$ cat src/rtl/source_dispense_sequencer.sv
// Source dispense sequencer: meters Source fluid into up to NUM_OUT inlets, one channel at a time (valve + 3-phase pump).
// Latency: SCAN one cycle after start; per serviced channel SETTLE_CYC open + strokes*3*PHASE_CYC pump + SETTLE_CYC close.
// Backpressure: none; start and cfg_we are ignored while busy, abort overrides every non-IDLE state.
module source_dispense_sequencer #(
  parameter int NUM_OUT    = 8,
  parameter int CNT_W      = 8,
  parameter int PHASE_CYC  = 4,
  parameter int SETTLE_CYC = 3
) (
  input  logic                       clk,
  input  logic                       rst_n,
  input  logic                       cfg_we,
  input  logic [$clog2(NUM_OUT)-1:0] cfg_addr,
  input  logic [CNT_W-1:0]           cfg_strokes,
  input  logic                       start,
  input  logic                       abort,
  output logic [NUM_OUT-1:0]         valve_en,
  output logic [2:0]                 pump_phase,
  output logic                       stroke_tick,
  output logic [$clog2(NUM_OUT)-1:0] cur_ch,
  output logic                       busy,
  output logic                       done,
  output logic                       aborted
);

  localparam int AW     = $clog2(NUM_OUT);
  localparam int TMAX   = (PHASE_CYC > SETTLE_CYC) ? PHASE_CYC : SETTLE_CYC;
  localparam int TW     = $clog2(TMAX + 1);
  localparam logic [AW-1:0] LAST_CH = AW'(NUM_OUT - 1);
  localparam logic [TW-1:0] SET_END = TW'(SETTLE_CYC - 1);
  localparam logic [TW-1:0] PH_END  = TW'(PHASE_CYC - 1);
  // One bit per encodable address; bits at or above NUM_OUT are 0 so such writes drop.
  localparam logic [(2**AW)-1:0] ADDR_OK = {(2**AW){1'b1}} >> ((2**AW) - NUM_OUT);
  localparam logic [NUM_OUT-1:0] ONE_HOT0 = {{(NUM_OUT-1){1'b0}}, 1'b1};

  typedef enum logic [2:0] {IDLE, SCAN, OPEN, PUMP, CLOSE, DONE} state_t;

  state_t           state;
  logic [AW-1:0]    ch;
  logic [TW-1:0]    tmr;      // settle / phase hold timer, restarted on every phase change
  logic [CNT_W-1:0] strokes;  // strokes completed on the current channel
  logic [CNT_W-1:0] tgt;      // stroke target latched when the channel is scanned
  logic [CNT_W-1:0] tbl [NUM_OUT];

  // Status outputs are pure decodes of registered state, so they carry no input paths.
  assign busy        = (state != IDLE);
  assign done        = (state == DONE);
  assign stroke_tick = (state == PUMP) && pump_phase[2] && (tmr == PH_END);
  assign cur_ch      = ch;

  // Sequencer FSM, stroke table and registered valve/pump drive.
  always_ff @(posedge clk or negedge rst_n) begin
    if (!rst_n) begin
      state      <= IDLE;
      ch         <= '0;
      tmr        <= '0;
      strokes    <= '0;
      tgt        <= '0;
      valve_en   <= '0;
      pump_phase <= '0;
      aborted    <= 1'b0;
      for (int i = 0; i < NUM_OUT; i++) tbl[i] <= '0;
    end else begin
      aborted <= 1'b0;
      if ((state != IDLE) && abort) begin
        state      <= IDLE;
        valve_en   <= '0;
        pump_phase <= '0;
        tmr        <= '0;
        aborted    <= 1'b1;
      end else begin
        case (state)
          IDLE: begin
            if (cfg_we && ADDR_OK[cfg_addr]) tbl[cfg_addr] <= cfg_strokes;
            if (start && !abort) begin
              state <= SCAN;
              ch    <= '0;
            end
          end
          SCAN: begin
            if (tbl[ch] != '0) begin
              tgt      <= tbl[ch];
              valve_en <= ONE_HOT0 << ch;
              tmr      <= '0;
              state    <= OPEN;
            end else if (ch == LAST_CH) begin
              state <= DONE;
            end else begin
              ch <= ch + 1'b1;
            end
          end
          OPEN: begin
            if (tmr == SET_END) begin
              tmr        <= '0;
              strokes    <= '0;
              pump_phase <= 3'b001;
              state      <= PUMP;
            end else begin
              tmr <= tmr + 1'b1;
            end
          end
          PUMP: begin
            if (tmr == PH_END) begin
              tmr <= '0;
              case (pump_phase)
                3'b001:  pump_phase <= 3'b010;
                3'b010:  pump_phase <= 3'b100;
                default: begin
                  // Stroke ends here; the counter never passes tgt so max count cannot wrap.
                  strokes <= strokes + 1'b1;
                  if ((strokes + 1'b1) == tgt) begin
                    pump_phase <= 3'b000;
                    valve_en   <= '0;
                    state      <= CLOSE;
                  end else begin
                    pump_phase <= 3'b001;
                  end
                end
              endcase
            end else begin
              tmr <= tmr + 1'b1;
            end
          end
          CLOSE: begin
            if (tmr == SET_END) begin
              tmr <= '0;
              if (ch == LAST_CH) begin
                state <= DONE;
              end else begin
                ch    <= ch + 1'b1;
                state <= SCAN;
              end
            end else begin
              tmr <= tmr + 1'b1;
            end
          end
          default: state <= IDLE;  // DONE: one-cycle completion pulse
        endcase
      end
    end
  end

endmodule

$ cat config.mk
export PLATFORM = sky130hd
export DESIGN_NAME = source_dispense_sequencer
export DESIGN_NICKNAME = d
export VERILOG_FILES = /design/src/rtl/source_dispense_sequencer.sv
export SDC_FILE = /design/constraint.sdc
export NUM_CORES = 1
export LEC_CHECK = 0
export CAP_MARGIN = 20
export CORE_MARGIN = 3
export CORE_UTILIZATION = 55
export CTS_BUF_LIST = sky130_fd_sc_hd__clkbuf_4 sky130_fd_sc_hd__clkbuf_8
export DETAILED_ROUTE_END_ITERATION = 12
export PLACE_DENSITY = 0.81
export SYNTH_ARGS = -nofsm -noshare
export SYNTH_HDL_FRONTEND = slang
export SYNTH_SLANG_ARGS = --single-unit
$ cat constraint.sdc
create_clock -name clk -period 4.4 [get_ports clk]
set_input_delay 0.88 -clock clk [delete_from_list [all_inputs] [get_ports clk]]
set_output_delay 0.88 -clock clk [all_outputs]
set_load 0.1 [all_outputs]
==> results.sh <==
export IMPL_outcome="finished clean"
export IMPL_postSynthAreaPerCell_um2=12.1
export IMPL_worstPathRequired_ns=3.52
export IMPL_num_io_pins=34
export IMPL_mappedNetlistNets=460
export IMPL_yosys_register_bits=101
export IMPL_nets=494
export IMPL_worst_pin_slew_ns=0.974
export IMPL_tritoncts_num_buffers=9
export IMPL_yosys_warnings=0
export IMPL_diodes=0
export IMPL_finalWeightedCongestion=0.928
export IMPL_synth_compound_area_share_pct=7.35
export IMPL_post_detailed_route_drc_marker_count=0
export IMPL_drt_wirelength_per_cell_um=18.3
export IMPL_cellLeakagePower_uw=0.00253
export IMPL_drt_pass1_iter_count=4
export IMPL_arrival_ns=2.54
export IMPL_worstPathCellList="nor3_1 > inv_1 > clkdlybuf4s50_1"
export IMPL_ys_async_sr_fraction_pct=100
export IMPL_clock_tree_htree_level_count=3
export IMPL_grt_max_degree=84
export IMPL_die_area_um2=10700
export IMPL_initial_cell_density_of_the_core_pct=58.2
export IMPL_fp_dieH_um=103
export IMPL_final_min_clock_period_ns=3.42
export IMPL_clk_root_buf="sky130_fd_sc_hd__clkbuf_8"
export IMPL_syn_area_um2=5230
export IMPL_global_route_wire_length_before_repair_um=18300
export IMPL_multi_input_area_um2=2590
export IMPL_initial_drc_count=183
export IMPL_synth_ff_type="sky130_fd_sc_hd__dfrtp_1"
export IMPL_synthesis_instances=433
export IMPL_synth_top_family_by_area="multiplexers"
export IMPL_fin_hold_viols=0
export IMPL_ctsLongestPathBuffers=2
export IMPL_irDropWorstVdd_mv=0.327
export IMPL_post_route_util_pct=65.7
export IMPL_port_buffers=33
export IMPL_max_freq_mhz=292
export IMPL_die_w_um=103
export IMPL_ys_seq_area_share_pct=48.3
export IMPL_dp_final_hpwl_um=7660
export IMPL_critPathCaptureType="primary output"
export IMPL_postRouteAntennaNets=0
export IMPL_cts_hold_repair_buffers=0
export IMPL_placed_cell_area_um2=5670
export IMPL_hold_worst_slack_ns=0.356
export IMPL_post_route_cell_area_um2=5890
export IMPL_seqCellArea_um2=2530
export IMPL_report_final_setup_viol=0
export IMPL_dr_total_vias=3536
export IMPL_first_global_vias=3626
export IMPL_finalClockSkew_ns=0.0139
export IMPL_synth_edff_count=0
export IMPL_unrepaired_setup_endpoints_after_global_routing="no"
export IMPL_fraction_of_final_layout_cells_sized_beyond_drive_strength_1_pct=26.7
export IMPL_cts_repair_resized=0
export IMPL_synth_mux_area_fraction_pct=26.3
export IMPL_slowest_delay_ns=1.00
export IMPL_cts_reportedPaths_clkPinSlew_ns=0.10
export IMPL_antenna_violations_before_repair=0
export IMPL_timing_max_cap_violations=0
export IMPL_grt_overflow_total=0
export IMPL_std_cell_rows=34
export IMPL_grt_util_all_layers_pct=22.2
export IMPL_period_share_pct=77.8
export IMPL_cts_sinks=101
export IMPL_route_detailed_vias_per_inst=5.91
export IMPL_timing_max_transition_violations_final=0
export IMPL_powerDensity_nw_per_um2=654
export IMPL_synth_cell_types=53
export IMPL_yosys_area_share_adder_pct=2.63
export IMPL_critPathMaxFanout=15
export IMPL_finalWirelength_um=10900
export IMPL_simple_gate_share_of_the_synthesized_area_pct=11.6
export IMPL_filler_cell_count=677
export IMPL_cts_tree="built"
export IMPL_core_region_area_um2=8980
export IMPL_synth_area_in_xor_xnor_pct=1.68
export IMPL_cp_start_kind="register"
export IMPL_post_cts_setup_driven_buffer_insertion_count=0
export IMPL_timing_max_slew_rel_slack_pct=34.9
export IMPL_setup_total_negative_slack_ns=0
export IMPL_clk_insertion_delay_late_ns=0.37
export IMPL_cpMaxStageDelayCell="sky130_fd_sc_hd__clkdlybuf4s50_1"
export IMPL_area_growth_syn_to_layout_pct=12.7
export IMPL_timing_worst_setup_path_type="reg2out"
export IMPL_hp_class="in2async"
logic make-up after synthesis:
kind of cell    Yosys count
xor+xnor                 10
simple gates            116
flops                   101
buf+inv                  27
compound gates           59
fa+ha+maj                11
mux                     109
cell type report:
type | instances | share of cell area, %
Clock buffer | 10 | 2.34
Clock inverter | 6 | 0.913
Inverter | 12 | 0.764
Multi-Input combinational cell | 305 | 44.0
Sequential cell | 101 | 42.9
Tap cell | 126 | 2.68
Timing Repair Buffer | 38 | 6.45
cells in the final DEF, fill, tap and decap left out, types with 4 or more instances in the layout:
cell type,Yosys,final
sky130_fd_sc_hd__o21ai_0,23,23
sky130_fd_sc_hd__ha_1,11,11
sky130_fd_sc_hd__dfrtp_1,101,101
sky130_fd_sc_hd__mux4_2,6,6
sky130_fd_sc_hd__mux4_1,6,6
sky130_fd_sc_hd__inv_1,11,11
sky130_fd_sc_hd__xnor2_1,6,6
sky130_fd_sc_hd__and3_1,4,4
sky130_fd_sc_hd__mux2i_1,10,10
sky130_fd_sc_hd__xor2_1,4,4
sky130_fd_sc_hd__nand2_1,33,33
sky130_fd_sc_hd__clkdlybuf4s50_1,0,30
sky130_fd_sc_hd__nand3_1,9,9
sky130_fd_sc_hd__o31ai_1,4,4
sky130_fd_sc_hd__mux2_2,87,87
sky130_fd_sc_hd__buf_4,1,7
sky130_fd_sc_hd__o22ai_1,6,6
sky130_fd_sc_hd__nand2b_1,9,9
sky130_fd_sc_hd__a21oi_1,6,6
sky130_fd_sc_hd__nor3_1,11,10
sky130_fd_sc_hd__clkbuf_8,0,10
sky130_fd_sc_hd__nor2_1,24,24
per-layer routing:
metal	track usage, %	part of all wire (%)
met1	30.8	46
met2	35.9	48
met3	4.69	4.6
met4	5.88	1.3
met5	0	0
registers in the layout (all words and copies together) (netlist names):
signal / flops
strokes: 8
state: 3
cur_ch: 3
tgt: 8
aborted: 1
pump_phase: 3
valve_en: 8
tbl: 64
tmr: 3
through the flow:
step	std cells	total power (uW)	setup slack, ns
after global routing	598	4090	0.866
after global placement	581	3210	1.27
after floorplan	433	2890	0.893
after CTS	597	3860	0.991
final	598	3860	0.978
after detailed placement	581	3290	1.16
worst paths after layout:
kind / cells after the start / startpoint / slack (ns) / end
worst max-delay path: 3 / state[2]$_DFFE_PN0P_ / 0.98 / busy
worst min-delay path: 1 / rst_n / 0.36 / pump_phase[2]$_DFFE_PN0P_
worst max register to register: 6 / cur_ch[0]$_DFFE_PN0P_ / 1.13 / state[2]$_DFFE_PN0P_
worst min register to register: 1 / tbl[49]$_DFFE_PN0P_ / 0.51 / tbl[49]$_DFFE_PN0P_
max in group asynchronous: 3 / rst_n / 3.16 / valve_en[7]$_DFFE_PN0P_
min in group clk: 1 / tbl[49]$_DFFE_PN0P_ / 0.51 / tbl[49]$_DFFE_PN0P_
worst max-delay path: cells and delay by family (launching register included):
family / cells / cell delay (ns)
flops: 1 / 0.55
simple gates: 1 / 0.44
buf+inv: 2 / 1.18
synthesized netlist by cell type, types with 9 or more instances:
| master | instances | area [um^2] |
|---|---|---|
| sky130_fd_sc_hd__clkbuf_1 | 11 | 41.3 |
| sky130_fd_sc_hd__dfrtp_1 | 101 | 2530 |
| sky130_fd_sc_hd__ha_1 | 11 | 138 |
| sky130_fd_sc_hd__inv_1 | 11 | 41.3 |
| sky130_fd_sc_hd__mux2_2 | 87 | 980 |
| sky130_fd_sc_hd__mux2i_1 | 10 | 100 |
| sky130_fd_sc_hd__nand2_1 | 33 | 124 |
| sky130_fd_sc_hd__nand2b_1 | 9 | 56.3 |
| sky130_fd_sc_hd__nand3_1 | 9 | 45.0 |
| sky130_fd_sc_hd__nor2_1 | 24 | 90.1 |
| sky130_fd_sc_hd__nor3_1 | 11 | 55.1 |
| sky130_fd_sc_hd__o21ai_0 | 23 | 115 |
report_power, final:
| part | internal, uW | switching, uW | total, uW | leakage, uW |
|---|---|---|---|---|
| clock network | 233 | 343 | 575 | 0.000101 |
| logic | 784 | 917 | 1700 | 0.00114 |
| registers | 1290 | 285 | 1580 | 0.00129 |
No activity file was read; power rests on OpenSTA's default activity.
